--- src/rtl/scarv_cop_common.sv ---
// Shared constants for the ISE coprocessor dispatch logic: instruction
// class codes, return error codes, dispatch FSM encodings and the mapping
// from instruction class to FU issue lane.
package scarv_cop_common;

    // Instruction classes reported by the decoder (0 means "no class").
    localparam logic [2:0] ICLASS_NONE         = 3'd0;
    localparam logic [2:0] ICLASS_PACKED_ARITH = 3'd1;
    localparam logic [2:0] ICLASS_TWIDDLE      = 3'd2;
    localparam logic [2:0] ICLASS_LOADSTORE    = 3'd3;
    localparam logic [2:0] ICLASS_RANDOM       = 3'd4;
    localparam logic [2:0] ICLASS_MOVE         = 3'd5;
    localparam logic [2:0] ICLASS_MP           = 3'd6;
    localparam logic [2:0] ICLASS_BITWISE      = 3'd7;

    // Error codes returned to the CPU alongside each result.
    localparam logic [1:0] RTN_OK      = 2'b00;
    localparam logic [1:0] RTN_ILLEGAL = 2'b01;
    localparam logic [1:0] RTN_TIMEOUT = 2'b10;

    // Dispatch FSM state encodings.
    localparam logic [1:0] ST_IDLE    = 2'd0;
    localparam logic [1:0] ST_ISSUE   = 2'd1;
    localparam logic [1:0] ST_WAIT    = 2'd2;
    localparam logic [1:0] ST_RESPOND = 2'd3;

    // One-hot FU issue lane for a non-zero class: lane index is class-1.
    function automatic logic [6:0] fu_lane(input logic [2:0] cls);
        logic [6:0] one_s;
        one_s = 7'b000_0001;
        return one_s << (cls - 3'd1);
    endfunction

endpackage

--- src/rtl/scarv_cop_dispatch_timer.sv ---
// FU watchdog counter: cleared when an instruction is issued, advanced on
// every waiting cycle, and flags expiry when it reaches LIMIT.
module scarv_cop_dispatch_timer #(
    parameter logic [7:0] LIMIT = 8'd63
) (
    input  logic g_clk,
    input  logic g_resetn,
    input  logic clr_i,
    input  logic en_i,
    output logic expired_o
);

    logic [7:0] count_q;
    logic [7:0] count_d;

    // Next count: clear has priority over advance, otherwise hold.
    always_comb begin
        count_d = count_q;
        if (clr_i) begin
            count_d = 8'd0;
        end else if (en_i) begin
            count_d = count_q + 8'd1;
        end else begin
            count_d = count_q;
        end
    end

    // Counter register.
    always_ff @(posedge g_clk or negedge g_resetn) begin
        if (!g_resetn) begin
            count_q <= 8'd0;
        end else begin
            count_q <= count_d;
        end
    end

    assign expired_o = (count_q == LIMIT);

endmodule

--- src/rtl/scarv_cop_dispatch.sv ---
// Coprocessor dispatch controller: accepts one instruction from the CPU,
// presents it to the decoder, issues it to the FU selected by its class,
// waits for completion (or a timeout) and returns the result to the CPU.
module scarv_cop_dispatch
    import scarv_cop_common::*;
#(
    parameter int unsigned FU_TIMEOUT = 64,
    parameter int unsigned NUM_FU     = 7
) (
    input  logic              g_clk,
    input  logic              g_resetn,
    input  logic              cpu_insn_req,
    output logic              cpu_insn_ack,
    input  logic [31:0]       cpu_insn_enc,
    output logic              cpu_rtn_valid,
    input  logic              cpu_rtn_ack,
    output logic [1:0]        cpu_rtn_err,
    output logic [4:0]        cpu_rtn_rd,
    output logic [31:0]       cpu_rtn_data,
    output logic              cpu_rtn_wen,
    output logic [31:0]       id_encoded,
    input  logic              id_exception,
    input  logic [2:0]        id_class,
    input  logic [4:0]        id_rd,
    output logic [NUM_FU-1:0] fu_ivalid,
    input  logic [NUM_FU-1:0] fu_idone,
    input  logic              fu_gpr_wen,
    input  logic [31:0]       fu_gpr_wdata
);

    logic [1:0]        state_q,     state_d;
    logic [31:0]       insn_q,      insn_d;
    logic [4:0]        rd_q,        rd_d;
    logic [NUM_FU-1:0] fu_ivalid_q, fu_ivalid_d;
    logic              insn_ack_q,  insn_ack_d;
    logic              rtn_valid_q, rtn_valid_d;
    logic [1:0]        rtn_err_q,   rtn_err_d;
    logic [4:0]        rtn_rd_q,    rtn_rd_d;
    logic [31:0]       rtn_data_q,  rtn_data_d;
    logic              rtn_wen_q,   rtn_wen_d;
    logic              tmr_clr_s;
    logic              tmr_en_s;
    logic              tmr_expired_s;
    logic              done_s;

    // Only the completion bit of the lane that was actually issued counts.
    assign done_s = |(fu_idone & fu_ivalid_q);

    scarv_cop_dispatch_timer #(
        .LIMIT (8'(FU_TIMEOUT - 1))
    ) u_timer (
        .g_clk     (g_clk),
        .g_resetn  (g_resetn),
        .clr_i     (tmr_clr_s),
        .en_i      (tmr_en_s),
        .expired_o (tmr_expired_s)
    );

    // Dispatch sequencing: next state, issue lane and response fields.
    always_comb begin
        state_d     = state_q;
        insn_d      = insn_q;
        rd_d        = rd_q;
        fu_ivalid_d = fu_ivalid_q;
        rtn_err_d   = rtn_err_q;
        rtn_rd_d    = rtn_rd_q;
        rtn_data_d  = rtn_data_q;
        rtn_wen_d   = rtn_wen_q;
        tmr_clr_s   = 1'b0;
        tmr_en_s    = 1'b0;
        case (state_q)
            ST_IDLE: begin
                if (cpu_insn_req) begin
                    insn_d  = cpu_insn_enc;
                    state_d = ST_ISSUE;
                end else begin
                    state_d = ST_IDLE;
                end
            end
            ST_ISSUE: begin
                if (id_exception || (id_class == ICLASS_NONE)) begin
                    rtn_err_d  = RTN_ILLEGAL;
                    rtn_wen_d  = 1'b0;
                    rtn_data_d = 32'd0;
                    rtn_rd_d   = id_rd;
                    state_d    = ST_RESPOND;
                end else begin
                    rd_d        = id_rd;
                    fu_ivalid_d = fu_lane(id_class);
                    tmr_clr_s   = 1'b1;
                    state_d     = ST_WAIT;
                end
            end
            ST_WAIT: begin
                // A completion on the final cycle beats the timeout.
                if (done_s) begin
                    fu_ivalid_d = '0;
                    rtn_err_d   = RTN_OK;
                    rtn_wen_d   = fu_gpr_wen;
                    rtn_data_d  = fu_gpr_wen ? fu_gpr_wdata : 32'd0;
                    rtn_rd_d    = rd_q;
                    state_d     = ST_RESPOND;
                end else if (tmr_expired_s) begin
                    fu_ivalid_d = '0;
                    rtn_err_d   = RTN_TIMEOUT;
                    rtn_wen_d   = 1'b0;
                    rtn_data_d  = 32'd0;
                    rtn_rd_d    = rd_q;
                    state_d     = ST_RESPOND;
                end else begin
                    tmr_en_s = 1'b1;
                end
            end
            ST_RESPOND: begin
                if (cpu_rtn_ack) begin
                    state_d = ST_IDLE;
                end else begin
                    state_d = ST_RESPOND;
                end
            end
            default: begin
                fu_ivalid_d = '0;
                state_d     = ST_IDLE;
            end
        endcase
        insn_ack_d  = (state_d == ST_IDLE);
        rtn_valid_d = (state_d == ST_RESPOND);
    end

    // Dispatch registers; every CPU/FU-facing output comes straight from here.
    always_ff @(posedge g_clk or negedge g_resetn) begin
        if (!g_resetn) begin
            state_q     <= ST_IDLE;
            insn_q      <= 32'd0;
            rd_q        <= 5'd0;
            fu_ivalid_q <= '0;
            insn_ack_q  <= 1'b1;
            rtn_valid_q <= 1'b0;
            rtn_err_q   <= RTN_OK;
            rtn_rd_q    <= 5'd0;
            rtn_data_q  <= 32'd0;
            rtn_wen_q   <= 1'b0;
        end else begin
            state_q     <= state_d;
            insn_q      <= insn_d;
            rd_q        <= rd_d;
            fu_ivalid_q <= fu_ivalid_d;
            insn_ack_q  <= insn_ack_d;
            rtn_valid_q <= rtn_valid_d;
            rtn_err_q   <= rtn_err_d;
            rtn_rd_q    <= rtn_rd_d;
            rtn_data_q  <= rtn_data_d;
            rtn_wen_q   <= rtn_wen_d;
        end
    end

    assign cpu_insn_ack  = insn_ack_q;
    assign cpu_rtn_valid = rtn_valid_q;
    assign cpu_rtn_err   = rtn_err_q;
    assign cpu_rtn_rd    = rtn_rd_q;
    assign cpu_rtn_data  = rtn_data_q;
    assign cpu_rtn_wen   = rtn_wen_q;
    assign id_encoded    = insn_q;
    assign fu_ivalid     = fu_ivalid_q;

endmodule

--- config.mk ---
export PLATFORM = sky130hd
export DESIGN_NAME = scarv_cop_dispatch
export DESIGN_NICKNAME = d
export VERILOG_FILES = /design/src/rtl/scarv_cop_common.sv /design/src/rtl/scarv_cop_dispatch_timer.sv /design/src/rtl/scarv_cop_dispatch.sv
export SDC_FILE = /design/constraint.sdc
export NUM_CORES = 1
export LEC_CHECK = 0
export ABC_AREA = 1
export CELL_PAD_IN_SITES_DETAIL_PLACEMENT = 1
export CELL_PAD_IN_SITES_GLOBAL_PLACEMENT = 2
export CORE_ASPECT_RATIO = 0.5
export CORE_MARGIN = 4
export CORE_UTILIZATION = 25
export DETAILED_ROUTE_END_ITERATION = 12
export PLACE_DENSITY_LB_ADDON = 0.08
export SLEW_MARGIN = 20
export SYNTH_ARGS = -nofsm -noshare
export SYNTH_HDL_FRONTEND = slang
export SYNTH_SLANG_ARGS = --single-unit
--- constraint.sdc ---
create_clock -name g_clk -period 1.9 [get_ports g_clk]
set_clock_uncertainty 0.05 [all_clocks]
set_input_delay 0.38 -clock g_clk [delete_from_list [all_inputs] [get_ports g_clk]]
set_output_delay 0.38 -clock g_clk [all_outputs]
set_load 0.1 [all_outputs]
==> results <==
## worst max-delay path, stage by stage (launching register included)
cell	delay, ns
dfrtp_1	0.41
ha_1	0.24
nand2_1	0.09
nor2_2	0.04
nand2_1	0.10
nand4_1	0.13
nand2_1	0.15
buf_12	0.23
nand2_1	0.07
nand2_1	0.07
## metal layers
metal  GRT usage  up-vias  routed length, um
met3      0.0650       10               1080
met4      0.0252        0                 67
met5           0        -                  0
met2       0.230      107               5930
li1            -     1737                  -
met1       0.183     1743               6010
## cell usage in the layout, fill, tap and decap left out, drive strengths merged
master         instances
bufinv                 1
clkdlybuf4s50         83
xor2                   4
dlygate4sd3            1
ha                     2
dfstp                  1
nand3                 72
nand4                  2
inv                   21
clkbuf                13
o21ai                 12
nand2                139
nor2                  15
a21boi                 1
nor3                   8
dfrtp                 95
or2                    1
buf                  104
mux2                  32
## kinds of logic (layout without fill, tap and decap cells)
family,Yosys count,count (layout),synth area share
fa+ha+maj,2,2,0.00613
compound gates,13,13,0.0165
simple gates,237,237,0.250
buf+inv,40,223,0.0414
mux,32,32,0.0883
xor+xnor,4,4,0.00858
flops,96,96,0.589
## flip-flops by register name (all words and copies together) (netlist names)
register and count:
cpu_rtn_wen 1, cpu_rtn_valid 1, u_timer.count_q 8, cpu_rtn_err 2
rd_q 5, state_q 2, fu_ivalid 7, cpu_rtn_rd 5
cpu_insn_ack 1, id_encoded 32, cpu_rtn_data 32
## per-stage QoR
| stage | hold slack, ns | setup TNS (ns) |
|---|---|---|
| finish | 0.434 | 0 |
| global route | 0.461 | 0 |
| CTS | 0.426 | 0 |
| detailed placement | 0.263 | -1.63 |
| global placement | 0.264 | -0.907 |
| floorplan | 0.0344 | 0 |
## path summary, 6_finish.rpt
path | start | cells past startpoint | endpoint
setup / recovery | u_timer.count_q[0] | 9 | cpu_rtn_data[8]
hold / removal | g_resetn | 2 | id_encoded[2]
setup reg to reg | u_timer.count_q[0] | 9 | cpu_rtn_data[8]
hold reg to reg | rd_q[4] | 2 | rd_q[4]
max in group asynchronous | g_resetn | 3 | id_encoded[18]
min in group g_clk | rd_q[4] | 2 | rd_q[4]
## final cells by class
class / count / area, um^2 / share of cell area
Sequential cell: 96 / 2400 / 0.332
Multi-Input combinational cell: 288 / 1510 / 0.208
Inverter: 21 / 78.8 / 0.0109
Tap cell: 221 / 277 / 0.0381
Clock inverter: 1 / 30.0 / 0.00414
Clock buffer: 13 / 240 / 0.0331
Timing Repair Buffer: 188 / 2710 / 0.374
==> results by group <==
GRT
  • Total track usage: 0.144
  • Vias in the first global route: between 3000 and 4000
  • First-pass GRT wire length: 21300 um
  • Total congestion overflow: 0
  • Initial antenna violation count: 0
  • Largest net degree at the start of global routing: 42

Detailed routing
  • Residual DRC: 0
  • Routed vias: 3597
  • DRT iter0 DRCs: 142
  • Drt total wl: 13100 um
  • Router iterations before antenna repair: 4
  • Wire per inst: between 15 and 20 um
  • Avg Vias per Cell: around 4.3
  • ANT nets after route: 0

Cells and area
  • # fillers: between 1500 and 2000
  • Final #Nets: between 600 and 700
  • Design area: about 7200 um^2
  • Ant. Diodes: 0
  • Fin cells: about 830
  • Fin util: 0.462
  • Area growth from synthesis to layout: 77.6%
  • Layout cells sized above 1: 0.265

Setup path
  • Worst EP required: around 2.1 ns
  • CP Launch Type: flip-flop
  • CP Data Arrival Time: about 1.9 ns
  • Kind of critical path: reg -> reg
  • Register-to-register setup slack: 0.25 ns
  • Worst setup EP type: flip-flop
  • Critical-path maximum fanout: 40

Placement
  • Routability Congestion: around 0.73
  • DP HPWL: a little under 10000 um
  • Cell Area, Placed: about 7000 um^2
  • PortBufs: 165
  • Cells after DPL: between 800 and 900
  • Pre-CTS WS: -0.0651 ns

CTS
  • Clock transition at path regs: around 0.070 ns
  • CTS Buf Count: 9
  • Clk_lat worst skew: 0.34 ns
  • Num Clock Sinks: 96
  • CTS resizes: 0
  • Post-CTS setup repair buffer count: 0
  • CTS root buffer: clkbuf_16
  • Hold_buf cts: 1
  • H-tree levels: 3
  • Max clock buf depth: 2
  • CTS tree: done

Floorplanning
  • Core ar.: 15700 um^2
  • Die width: around 190 um
  • Die H: slightly below 100 um
  • Die Footprint: roughly 19000 um^2
  • I/O pins: approximately 170
  • FP Rows: 32
  • Initial Util: 0.260

Yosys
  • Synth top area share: 0.582
  • Post-synth top area cell: dfrtp_1
  • Synth Cell Area: between 4000 and 5000 um^2
  • Commonest cells post-synth: nand2_1 (138), dfrtp_1 (95), nand3_1 (71), mux2_2 (32), inv_1 (17)
  • Number of synthesized flops with an enable pin: 0
  • Synth Register Bits: 96
  • Synth Area per Inst: approximately 9.6 um^2
  • Top FF cell, synth: dfrtp_1
  • Syn Inst Count: around 420
  • Synth cell types: 21
  • Ranking of synthesized cells by area: dfrtp_1 (58%), nand2_1 (13%), mux2_2 (8.8%)
  • Fraction of registers with async set/reset: 1.00
  • Seq/Total Area, Yosys: 0.589
  • Syn_nets: around 500
  • Most common cell in the netlist: nand2_1
  • Ys Warns: 0

STA
  • Final WS setup: 0.251 ns
  • Relative slew slack: 0.780
  • Final setup viols: 0
  • Min Tclk post-route: between 1.5 and 2 ns
  • Final Hold Viols: 0
  • Slew Viols, Final: 0
  • Fin crit share: 0.868
  • RSZ-0062 raised after global routing: no
  • Least-Margin Pin Slew: roughly 0.33 ns
  • Maximum clock rate: ~600 MHz

Outcome
  • Status: complete, no violations

Run
  • Max Cap Viol: 0

Min path
  • Type of the worst min-delay path: in -> async
Power of run 1 is not shown: default switching activity piles up to over one toggle a cycle in this logic, so the estimate is an artifact.
